File: config.mk
export PLATFORM = sky130hd
export DESIGN_NAME = r5p_tcb_arb2_flat
export DESIGN_NICKNAME = d
export VERILOG_FILES = /design/src/rtl/r5p_tcb_arb2_if.sv /design/src/rtl/r5p_tcb_arb2.sv /design/src/flat_wrapper.sv
export SDC_FILE = /design/constraint.sdc
export NUM_CORES = 1
export LEC_CHECK = 0
export ABC_AREA = 1
export BUFFER_PORTS_ARGS = -buffer_cell sky130_fd_sc_hd__buf_2
export CORE_AREA = 2 2 134 136
export CTS_CLUSTER_DIAMETER = 100
export DETAILED_ROUTE_END_ITERATION = 8
export DIE_AREA = 0 0 136 138
export GPL_TIMING_DRIVEN = 0
export PLACE_DENSITY = 0.51
export SLEW_MARGIN = 10
export SYNTH_ARGS = -nofsm -noshare
export SYNTH_HDL_FRONTEND = slang
export SYNTH_SLANG_ARGS = --single-unit
File: constraint.sdc
create_clock -name clk -period 2.78 [get_ports clk]
set_input_delay 0.417 -clock clk [delete_from_list [all_inputs] [get_ports clk]]
set_output_delay 0.417 -clock clk [all_outputs]
set_load 0.05 [all_outputs]
File: src/rtl/r5p_tcb_arb2_if.sv
// tcb_lite_if: TCB-lite manager/subordinate link with fixed-latency response
interface tcb_lite_if #(
   parameter int unsigned DLY = 1
);
   logic        vld;
   logic        lck;
   logic        ndn;
   logic        wen;
   logic        ren;
   logic [2:0]  ctl;
   logic [31:0] adr;
   logic [1:0]  siz;
   logic [3:0]  byt;
   logic [31:0] wdt;
   logic [31:0] rdt;
   logic        sts;
   logic        rdy;
   logic        trn;
   assign trn = vld & rdy;
   modport man (output vld, lck, ndn, wen, ren, ctl, adr, siz, byt, wdt, input rdt, sts, rdy, trn);
   modport sub (input vld, lck, ndn, wen, ren, ctl, adr, siz, byt, wdt, output rdt, sts, rdy, input trn);
endinterface

File: src/rtl/r5p_tcb_arb2.sv
// r5p_tcb_arb2: 2-to-1 TCB-lite arbiter merging IFU and LSU onto one memory port
module r5p_tcb_arb2 #(
   parameter int unsigned DLY = 1,
   parameter bit          RR  = 1'b1,
   parameter bit          DBG = 1'b0
)(
   input  logic       clk,
   input  logic       rst,
   tcb_lite_if.sub    tcb_ifu,
   tcb_lite_if.sub    tcb_lsu,
   tcb_lite_if.man    tcb_mem,
   output logic [1:0] gnt
);
   typedef enum logic [1:0] {UNL, LCK_IFU, LCK_LSU} lck_t;
   lck_t st_q, st_d;
   logic ptr_q, stl_q, sid_q, any, arb, hld, id, rval, rid;
   if (tcb_ifu.DLY != DLY || tcb_lsu.DLY != DLY || tcb_mem.DLY != DLY) begin : g_chk
      $fatal(1, "r5p_tcb_arb2: interface DLY differs from parameter DLY");
   end
   // a stalled transfer keeps its grant as long as its manager still presents it
   always_comb begin
      any  = tcb_ifu.vld | tcb_lsu.vld;
      arb  = (tcb_ifu.vld & tcb_lsu.vld) ? (RR ? ptr_q : 1'b1) : tcb_lsu.vld;
      hld  = stl_q & (sid_q ? tcb_lsu.vld : tcb_ifu.vld);
      id   = (st_q == LCK_IFU) ? 1'b0 : (st_q == LCK_LSU) ? 1'b1 : hld ? sid_q : arb;
      gnt  = (st_q != UNL || any) ? (id ? 2'b10 : 2'b01) : 2'b00;
      st_d = tcb_mem.trn ? (tcb_mem.lck ? (id ? LCK_LSU : LCK_IFU) : UNL) : st_q;
   end
   assign tcb_mem.vld = (st_q == UNL) ? any : (id ? tcb_lsu.vld : tcb_ifu.vld);
   assign tcb_mem.lck = id ? tcb_lsu.lck : tcb_ifu.lck;
   assign tcb_mem.ndn = id ? tcb_lsu.ndn : tcb_ifu.ndn;
   assign tcb_mem.wen = id ? tcb_lsu.wen : tcb_ifu.wen;
   assign tcb_mem.ren = id ? tcb_lsu.ren : tcb_ifu.ren;
   assign tcb_mem.ctl = id ? tcb_lsu.ctl : tcb_ifu.ctl;
   assign tcb_mem.adr = id ? tcb_lsu.adr : tcb_ifu.adr;
   assign tcb_mem.siz = id ? tcb_lsu.siz : tcb_ifu.siz;
   assign tcb_mem.byt = id ? tcb_lsu.byt : tcb_ifu.byt;
   assign tcb_mem.wdt = id ? tcb_lsu.wdt : tcb_ifu.wdt;
   assign tcb_ifu.rdy = gnt[0] & tcb_mem.rdy;
   assign tcb_lsu.rdy = gnt[1] & tcb_mem.rdy;
   always_ff @(posedge clk or posedge rst)
      if (rst) begin
         st_q  <= UNL;
         ptr_q <= 1'b0;
         stl_q <= 1'b0;
         sid_q <= 1'b0;
      end else begin
         st_q  <= st_d;
         stl_q <= tcb_mem.vld & ~tcb_mem.rdy;
         sid_q <= id;
         if (tcb_mem.trn) ptr_q <= ~id;
      end
   if (DLY == 0) begin : g_d0
      assign rval = tcb_mem.trn;
      assign rid  = id;
   end else begin : g_dn
      logic [DLY-1:0] val_q, id_q;
      always_ff @(posedge clk or posedge rst)
         if (rst) begin
            val_q <= '0;
            id_q  <= '0;
         end else begin
            val_q[0] <= tcb_mem.trn;
            id_q[0]  <= id;
            for (int i = 1; i < DLY; i++) begin
               val_q[i] <= val_q[i-1];
               id_q[i]  <= id_q[i-1];
            end
         end
      assign rval = val_q[DLY-1];
      assign rid  = id_q[DLY-1];
   end
   assign tcb_ifu.rdt = (rval & ~rid) ? tcb_mem.rdt : '0;
   assign tcb_ifu.sts = (rval & ~rid) ? tcb_mem.sts : 1'b0;
   assign tcb_lsu.rdt = (rval &  rid) ? tcb_mem.rdt : '0;
   assign tcb_lsu.sts = (rval &  rid) ? tcb_mem.sts : 1'b0;
   if (DBG) begin : g_dbg
      a_no_x: assert property (@(posedge clk) disable iff (rst) tcb_mem.vld |-> !$isunknown({tcb_mem.lck, tcb_mem.ndn, tcb_mem.wen, tcb_mem.ren, tcb_mem.ctl, tcb_mem.adr, tcb_mem.siz, tcb_mem.byt, tcb_mem.wdt}));
      a_lck: assert property (@(posedge clk) disable iff (rst) (st_q != UNL && st_d == st_q) |=> $stable(gnt));
   end
endmodule

File: src/flat_wrapper.sv
// flat-port wrapper written by rule: the top's interface ports become plain ports
module r5p_tcb_arb2_flat 
#(
   parameter int unsigned DLY = 1,
   parameter bit          RR  = 1'b1,
   parameter bit          DBG = 1'b0
)
  (clk, rst, gnt, tcb_ifu_vld, tcb_ifu_lck, tcb_ifu_ndn, tcb_ifu_wen, tcb_ifu_ren, tcb_ifu_ctl, tcb_ifu_adr, tcb_ifu_siz, tcb_ifu_byt, tcb_ifu_wdt, tcb_ifu_rdt, tcb_ifu_sts, tcb_ifu_rdy, tcb_lsu_vld, tcb_lsu_lck, tcb_lsu_ndn, tcb_lsu_wen, tcb_lsu_ren, tcb_lsu_ctl, tcb_lsu_adr, tcb_lsu_siz, tcb_lsu_byt, tcb_lsu_wdt, tcb_lsu_rdt, tcb_lsu_sts, tcb_lsu_rdy, tcb_mem_vld, tcb_mem_lck, tcb_mem_ndn, tcb_mem_wen, tcb_mem_ren, tcb_mem_ctl, tcb_mem_adr, tcb_mem_siz, tcb_mem_byt, tcb_mem_wdt, tcb_mem_rdt, tcb_mem_sts, tcb_mem_rdy);
  tcb_lite_if #(.DLY(DLY)) tcb_ifu_i ();
  tcb_lite_if #(.DLY(DLY)) tcb_lsu_i ();
  tcb_lite_if #(.DLY(DLY)) tcb_mem_i ();
  input  logic clk;
  input  logic rst;
  output logic [1:0] gnt;
  input wire logic [$bits(tcb_ifu_i.vld)-1:0] tcb_ifu_vld;
  input wire logic [$bits(tcb_ifu_i.lck)-1:0] tcb_ifu_lck;
  input wire logic [$bits(tcb_ifu_i.ndn)-1:0] tcb_ifu_ndn;
  input wire logic [$bits(tcb_ifu_i.wen)-1:0] tcb_ifu_wen;
  input wire logic [$bits(tcb_ifu_i.ren)-1:0] tcb_ifu_ren;
  input wire logic [$bits(tcb_ifu_i.ctl)-1:0] tcb_ifu_ctl;
  input wire logic [$bits(tcb_ifu_i.adr)-1:0] tcb_ifu_adr;
  input wire logic [$bits(tcb_ifu_i.siz)-1:0] tcb_ifu_siz;
  input wire logic [$bits(tcb_ifu_i.byt)-1:0] tcb_ifu_byt;
  input wire logic [$bits(tcb_ifu_i.wdt)-1:0] tcb_ifu_wdt;
  output wire logic [$bits(tcb_ifu_i.rdt)-1:0] tcb_ifu_rdt;
  output wire logic [$bits(tcb_ifu_i.sts)-1:0] tcb_ifu_sts;
  output wire logic [$bits(tcb_ifu_i.rdy)-1:0] tcb_ifu_rdy;
  input wire logic [$bits(tcb_lsu_i.vld)-1:0] tcb_lsu_vld;
  input wire logic [$bits(tcb_lsu_i.lck)-1:0] tcb_lsu_lck;
  input wire logic [$bits(tcb_lsu_i.ndn)-1:0] tcb_lsu_ndn;
  input wire logic [$bits(tcb_lsu_i.wen)-1:0] tcb_lsu_wen;
  input wire logic [$bits(tcb_lsu_i.ren)-1:0] tcb_lsu_ren;
  input wire logic [$bits(tcb_lsu_i.ctl)-1:0] tcb_lsu_ctl;
  input wire logic [$bits(tcb_lsu_i.adr)-1:0] tcb_lsu_adr;
  input wire logic [$bits(tcb_lsu_i.siz)-1:0] tcb_lsu_siz;
  input wire logic [$bits(tcb_lsu_i.byt)-1:0] tcb_lsu_byt;
  input wire logic [$bits(tcb_lsu_i.wdt)-1:0] tcb_lsu_wdt;
  output wire logic [$bits(tcb_lsu_i.rdt)-1:0] tcb_lsu_rdt;
  output wire logic [$bits(tcb_lsu_i.sts)-1:0] tcb_lsu_sts;
  output wire logic [$bits(tcb_lsu_i.rdy)-1:0] tcb_lsu_rdy;
  output wire logic [$bits(tcb_mem_i.vld)-1:0] tcb_mem_vld;
  output wire logic [$bits(tcb_mem_i.lck)-1:0] tcb_mem_lck;
  output wire logic [$bits(tcb_mem_i.ndn)-1:0] tcb_mem_ndn;
  output wire logic [$bits(tcb_mem_i.wen)-1:0] tcb_mem_wen;
  output wire logic [$bits(tcb_mem_i.ren)-1:0] tcb_mem_ren;
  output wire logic [$bits(tcb_mem_i.ctl)-1:0] tcb_mem_ctl;
  output wire logic [$bits(tcb_mem_i.adr)-1:0] tcb_mem_adr;
  output wire logic [$bits(tcb_mem_i.siz)-1:0] tcb_mem_siz;
  output wire logic [$bits(tcb_mem_i.byt)-1:0] tcb_mem_byt;
  output wire logic [$bits(tcb_mem_i.wdt)-1:0] tcb_mem_wdt;
  input wire logic [$bits(tcb_mem_i.rdt)-1:0] tcb_mem_rdt;
  input wire logic [$bits(tcb_mem_i.sts)-1:0] tcb_mem_sts;
  input wire logic [$bits(tcb_mem_i.rdy)-1:0] tcb_mem_rdy;
  assign tcb_ifu_i.vld = tcb_ifu_vld;
  assign tcb_ifu_i.lck = tcb_ifu_lck;
  assign tcb_ifu_i.ndn = tcb_ifu_ndn;
  assign tcb_ifu_i.wen = tcb_ifu_wen;
  assign tcb_ifu_i.ren = tcb_ifu_ren;
  assign tcb_ifu_i.ctl = tcb_ifu_ctl;
  assign tcb_ifu_i.adr = tcb_ifu_adr;
  assign tcb_ifu_i.siz = tcb_ifu_siz;
  assign tcb_ifu_i.byt = tcb_ifu_byt;
  assign tcb_ifu_i.wdt = tcb_ifu_wdt;
  assign tcb_ifu_rdt = tcb_ifu_i.rdt;
  assign tcb_ifu_sts = tcb_ifu_i.sts;
  assign tcb_ifu_rdy = tcb_ifu_i.rdy;
  assign tcb_lsu_i.vld = tcb_lsu_vld;
  assign tcb_lsu_i.lck = tcb_lsu_lck;
  assign tcb_lsu_i.ndn = tcb_lsu_ndn;
  assign tcb_lsu_i.wen = tcb_lsu_wen;
  assign tcb_lsu_i.ren = tcb_lsu_ren;
  assign tcb_lsu_i.ctl = tcb_lsu_ctl;
  assign tcb_lsu_i.adr = tcb_lsu_adr;
  assign tcb_lsu_i.siz = tcb_lsu_siz;
  assign tcb_lsu_i.byt = tcb_lsu_byt;
  assign tcb_lsu_i.wdt = tcb_lsu_wdt;
  assign tcb_lsu_rdt = tcb_lsu_i.rdt;
  assign tcb_lsu_sts = tcb_lsu_i.sts;
  assign tcb_lsu_rdy = tcb_lsu_i.rdy;
  assign tcb_mem_vld = tcb_mem_i.vld;
  assign tcb_mem_lck = tcb_mem_i.lck;
  assign tcb_mem_ndn = tcb_mem_i.ndn;
  assign tcb_mem_wen = tcb_mem_i.wen;
  assign tcb_mem_ren = tcb_mem_i.ren;
  assign tcb_mem_ctl = tcb_mem_i.ctl;
  assign tcb_mem_adr = tcb_mem_i.adr;
  assign tcb_mem_siz = tcb_mem_i.siz;
  assign tcb_mem_byt = tcb_mem_i.byt;
  assign tcb_mem_wdt = tcb_mem_i.wdt;
  assign tcb_mem_i.rdt = tcb_mem_rdt;
  assign tcb_mem_i.sts = tcb_mem_sts;
  assign tcb_mem_i.rdy = tcb_mem_rdy;
  r5p_tcb_arb2 #(.DLY(DLY), .RR(RR), .DBG(DBG)) u_core (.clk(clk), .rst(rst), .tcb_ifu(tcb_ifu_i), .tcb_lsu(tcb_lsu_i), .tcb_mem(tcb_mem_i), .gnt(gnt));
endmodule
==> flow_metrics.py <==
metrics = {
    "global_routing": {
        "gr-usage-all-layers_pct": 10.5,
        "grt_start_max_net_pins": 11,
        "antenna_found_initial": 1,
        "grt_pass1_vias": 3252,
        "grt_overflow_total": 0,
        "grt_first_pass_wirelength_mm": 15.6,
    },
    "pwr": {
        "p_leak_uw": 0.00276,
        "peakVddDrop_uv": 403,
        "power_uw": 4560,
        "p_per_area_mw_per_mm2": 1200,
    },
    "setup_path": {
        "crit_end": "tcb_mem_adr[4]",
        "crit_required_ps": 2360,
        "worst-path-max-fanout": 10,
        "critPathTopFamily": "buffers and inverters",
        "crit_path_top_delay_cell": "dfrtp_1",
        "path_cells": "nand2_1 -> nand3_1 -> nand2_2 -> nand2_2 -> inv_2 -> buf_6 -> buf_6 -> nand2_1 -> nand2_1 -> buf_2",
        "slowest_delay_ps": 380,
        "reg2reg_slack_ps": 1430,
        "endpoint_kind": "output pin",
        "r2r-end": "u_core.st_q[1]",
        "path_class": "flop to output pin",
        "cp_common_cell": "nand2_1",
        "worst_r2r_path_depth": 9,
        "worstSetupStartpoint": "u_core.sid_q",
        "worstPathArrival_ps": 1850,
        "startpoint_type": "flop",
        "crit_cells": 10,
        "r2r-start": "u_core.st_q[1]",
        "cp_num_buf_inv": 4,
    },
    "clock_network": {
        "cts_tree": "built",
        "postCtsSetupRepairBufs": 0,
        "cts_root_buffer": "clkbuf_16",
        "clock_sinks": 6,
        "clk_latency_ps": 230,
        "cts.repair.resized": 0,
        "postCtsHoldBufs": 0,
        "cts.htree.levels": 1,
        "clk_path_buf_depth": 2,
        "numCtsBuffers": 3,
        "path_clk_slew_ps": 30,
    },
    "floorplanning": {
        "top_level_ports": 340,
        "die_area_mm2": 0.0188,
        "die-height_um": 138,
        "core_region_area_mm2": 0.0175,
        "die_w_um": 136,
        "row_count": 49,
        "initial_utilization_pct": 9.90,
    },
    "logic_synthesis": {
        "synth_area_per_cell_um2": 4.31,
        "ys_warn_count": 0,
        "synth_fa_ha_area_share_pct": 0,
        "synth_nets": 595,
        "yosysTopAreaCell": "nand2_1",
        "synth_xor_xnor_area_share_pct": 0,
        "yosysSeqAreaShare_pct": 8.65,
        "synthCells": 403,
        "synth_compound_area_share_pct": 1.37,
        "synth_seq_cells": 6,
        "synth.distinct_cells": 17,
        "synth_top_area_share_pct": 52.3,
        "synth_area_mm2": 0.00174,
        "synth_top_family_by_area": "simple AND/OR/NAND/NOR gates",
        "synth_simple_gate_area_share_pct": 71.4,
        "yosys-top-cells-area": "nand2_1 52%, nor2_1 15%, inv_1 9.7%, dfrtp_1 8.7%, buf_4 3.0%",
        "synth.area.mux_share_pct": 0,
    },
    "detailed_routing": {
        "drc": 0,
        "drt_iter0_drc": 67,
        "dr.pass1.iters": 4,
        "ant_nets": 0,
        "vias": 3511,
        "viasPerCell": 3.60,
        "wl_mm": 10.6,
        "drt-wirelength-per-cell_um": 10.9,
    },
    "run": {
        "max_cap_violations": 0,
    },
    "timing": {
        "hold_viol": 0,
        "finalCriticalPeriod_ps": 2270,
        "min_period_over_period_pct": 81.7,
        "slew_violations": 0,
        "relSlewSlack_pct": 59.5,
        "finClkSkew_ps": 0.959,
        "worstMarginPinSlew_ps": 602,
        "grt_setup_unrepaired": "no",
        "finalSetupViolCount": 0,
        "tns_ps": 0,
        "fmax_ghz": 0.440,
    },
    "cells_and_area": {
        "area_growth_pct": 119,
        "final_common_cell": "buf_2",
        "finalNetCount": 939,
        "drive_above_1_share_pct": 48.9,
        "multiInputGateArea_mm2": 0.00126,
        "mostFrequentLayoutCells": "345 x buf_2, 242 x nand2_1, 69 x nor2_1",
        "ff_latch_area_um2": 150,
        "fillers": 2088,
    },
    "outcome": {
        "status": "finished, final reports clean",
    },
    "place": {
        "hpwl_mm": 9.27,
        "numPortBuffers": 339,
        "place.gp.congestion": 0.778,
    },
    "min_path": {
        "hp-class": "input pin to async pin",
    },
}
[cell families after synthesis]
kind of cell	after synthesis
AND/OR/NAND/NOR	324
buffers and inverters	69
flip-flops	6
AO/OA/AOI/OAI	4
[area by class of cell]
cell class	instances	share of cell area, %
multi-input combinational	328	33.3
tap	229	7.55
antenna	1	0.0659
inverter	46	4.55
timing repair buffer	339	44.7
clock buffer	3	1.98
sequential	6	3.96
buffer	23	3.96
[routing by layer]
metal / GRT usage, % / wire (um) / share of wire, % / up-vias
met2: 20.7 / 5290 / 50 / 200
li1: - / - / - / 1845
met3: 1.50 / 872 / 8.2 / 10
met4: 2.63 / 157 / 1.5 / 0
met5: 0 / 0 / 0 / -
met1: 11.4 / 4310 / 41 / 1456
[cells in the mapped netlist]
master and count:
a21oi_1 2, inv_2 1, nor3_1 1, nor2_1 69
buf_6 4, buf_4 7, nand2_1 242, nand4_1 1
o21ai_0 1, nand2_2 3, clkbuf_1 6, inv_1 45
a21oi_2 1, nor4_1 1, nand3_1 7, dfrtp_1 6
buf_2 6
[per-stage QoR]
stage,hold WS (ps),setup WS (ps),utilization [%],area [um2],cells
4_1_cts,113,450,21.6,3790,974
2_1_floorplan,208,420,-,1740,403
6_report,102,509,21.6,3800,975
3_5_place_dp,346,574,21.2,3720,971
3_3_place_gp,337,573,21.2,3720,971
5_1_grt,133,301,21.6,3790,974
[worst min-delay path by stage]
stage / from / end / slack (ps) / cells past startpoint
finish: rst / u_core.st_q[1] / 100 / 2
global route: rst / u_core.st_q[1] / 130 / 2
CTS: rst / u_core.stl_q / 110 / 2
detailed placement: rst / u_core.sid_q / 350 / 2
global placement: rst / u_core.sid_q / 340 / 2
floorplan: rst / u_core.g_dn.val_q / 210 / 1
[power breakdown]
part	internal [uW]	leakage [uW]	total [uW]	switching (uW)
sequential	118	0.0000770	142	23.8
combinational	895	0.00265	4190	3290
clock	185	0.0000370	233	48.4
[sequential cells by signal, summed over array words and instances (netlist names)]
register	count
u_core.g_dn.val_q	1
u_core.ptr_q	1
u_core.sid_q	1
u_core.st_q	2
u_core.stl_q	1
(Power assumes the default switching activity.)
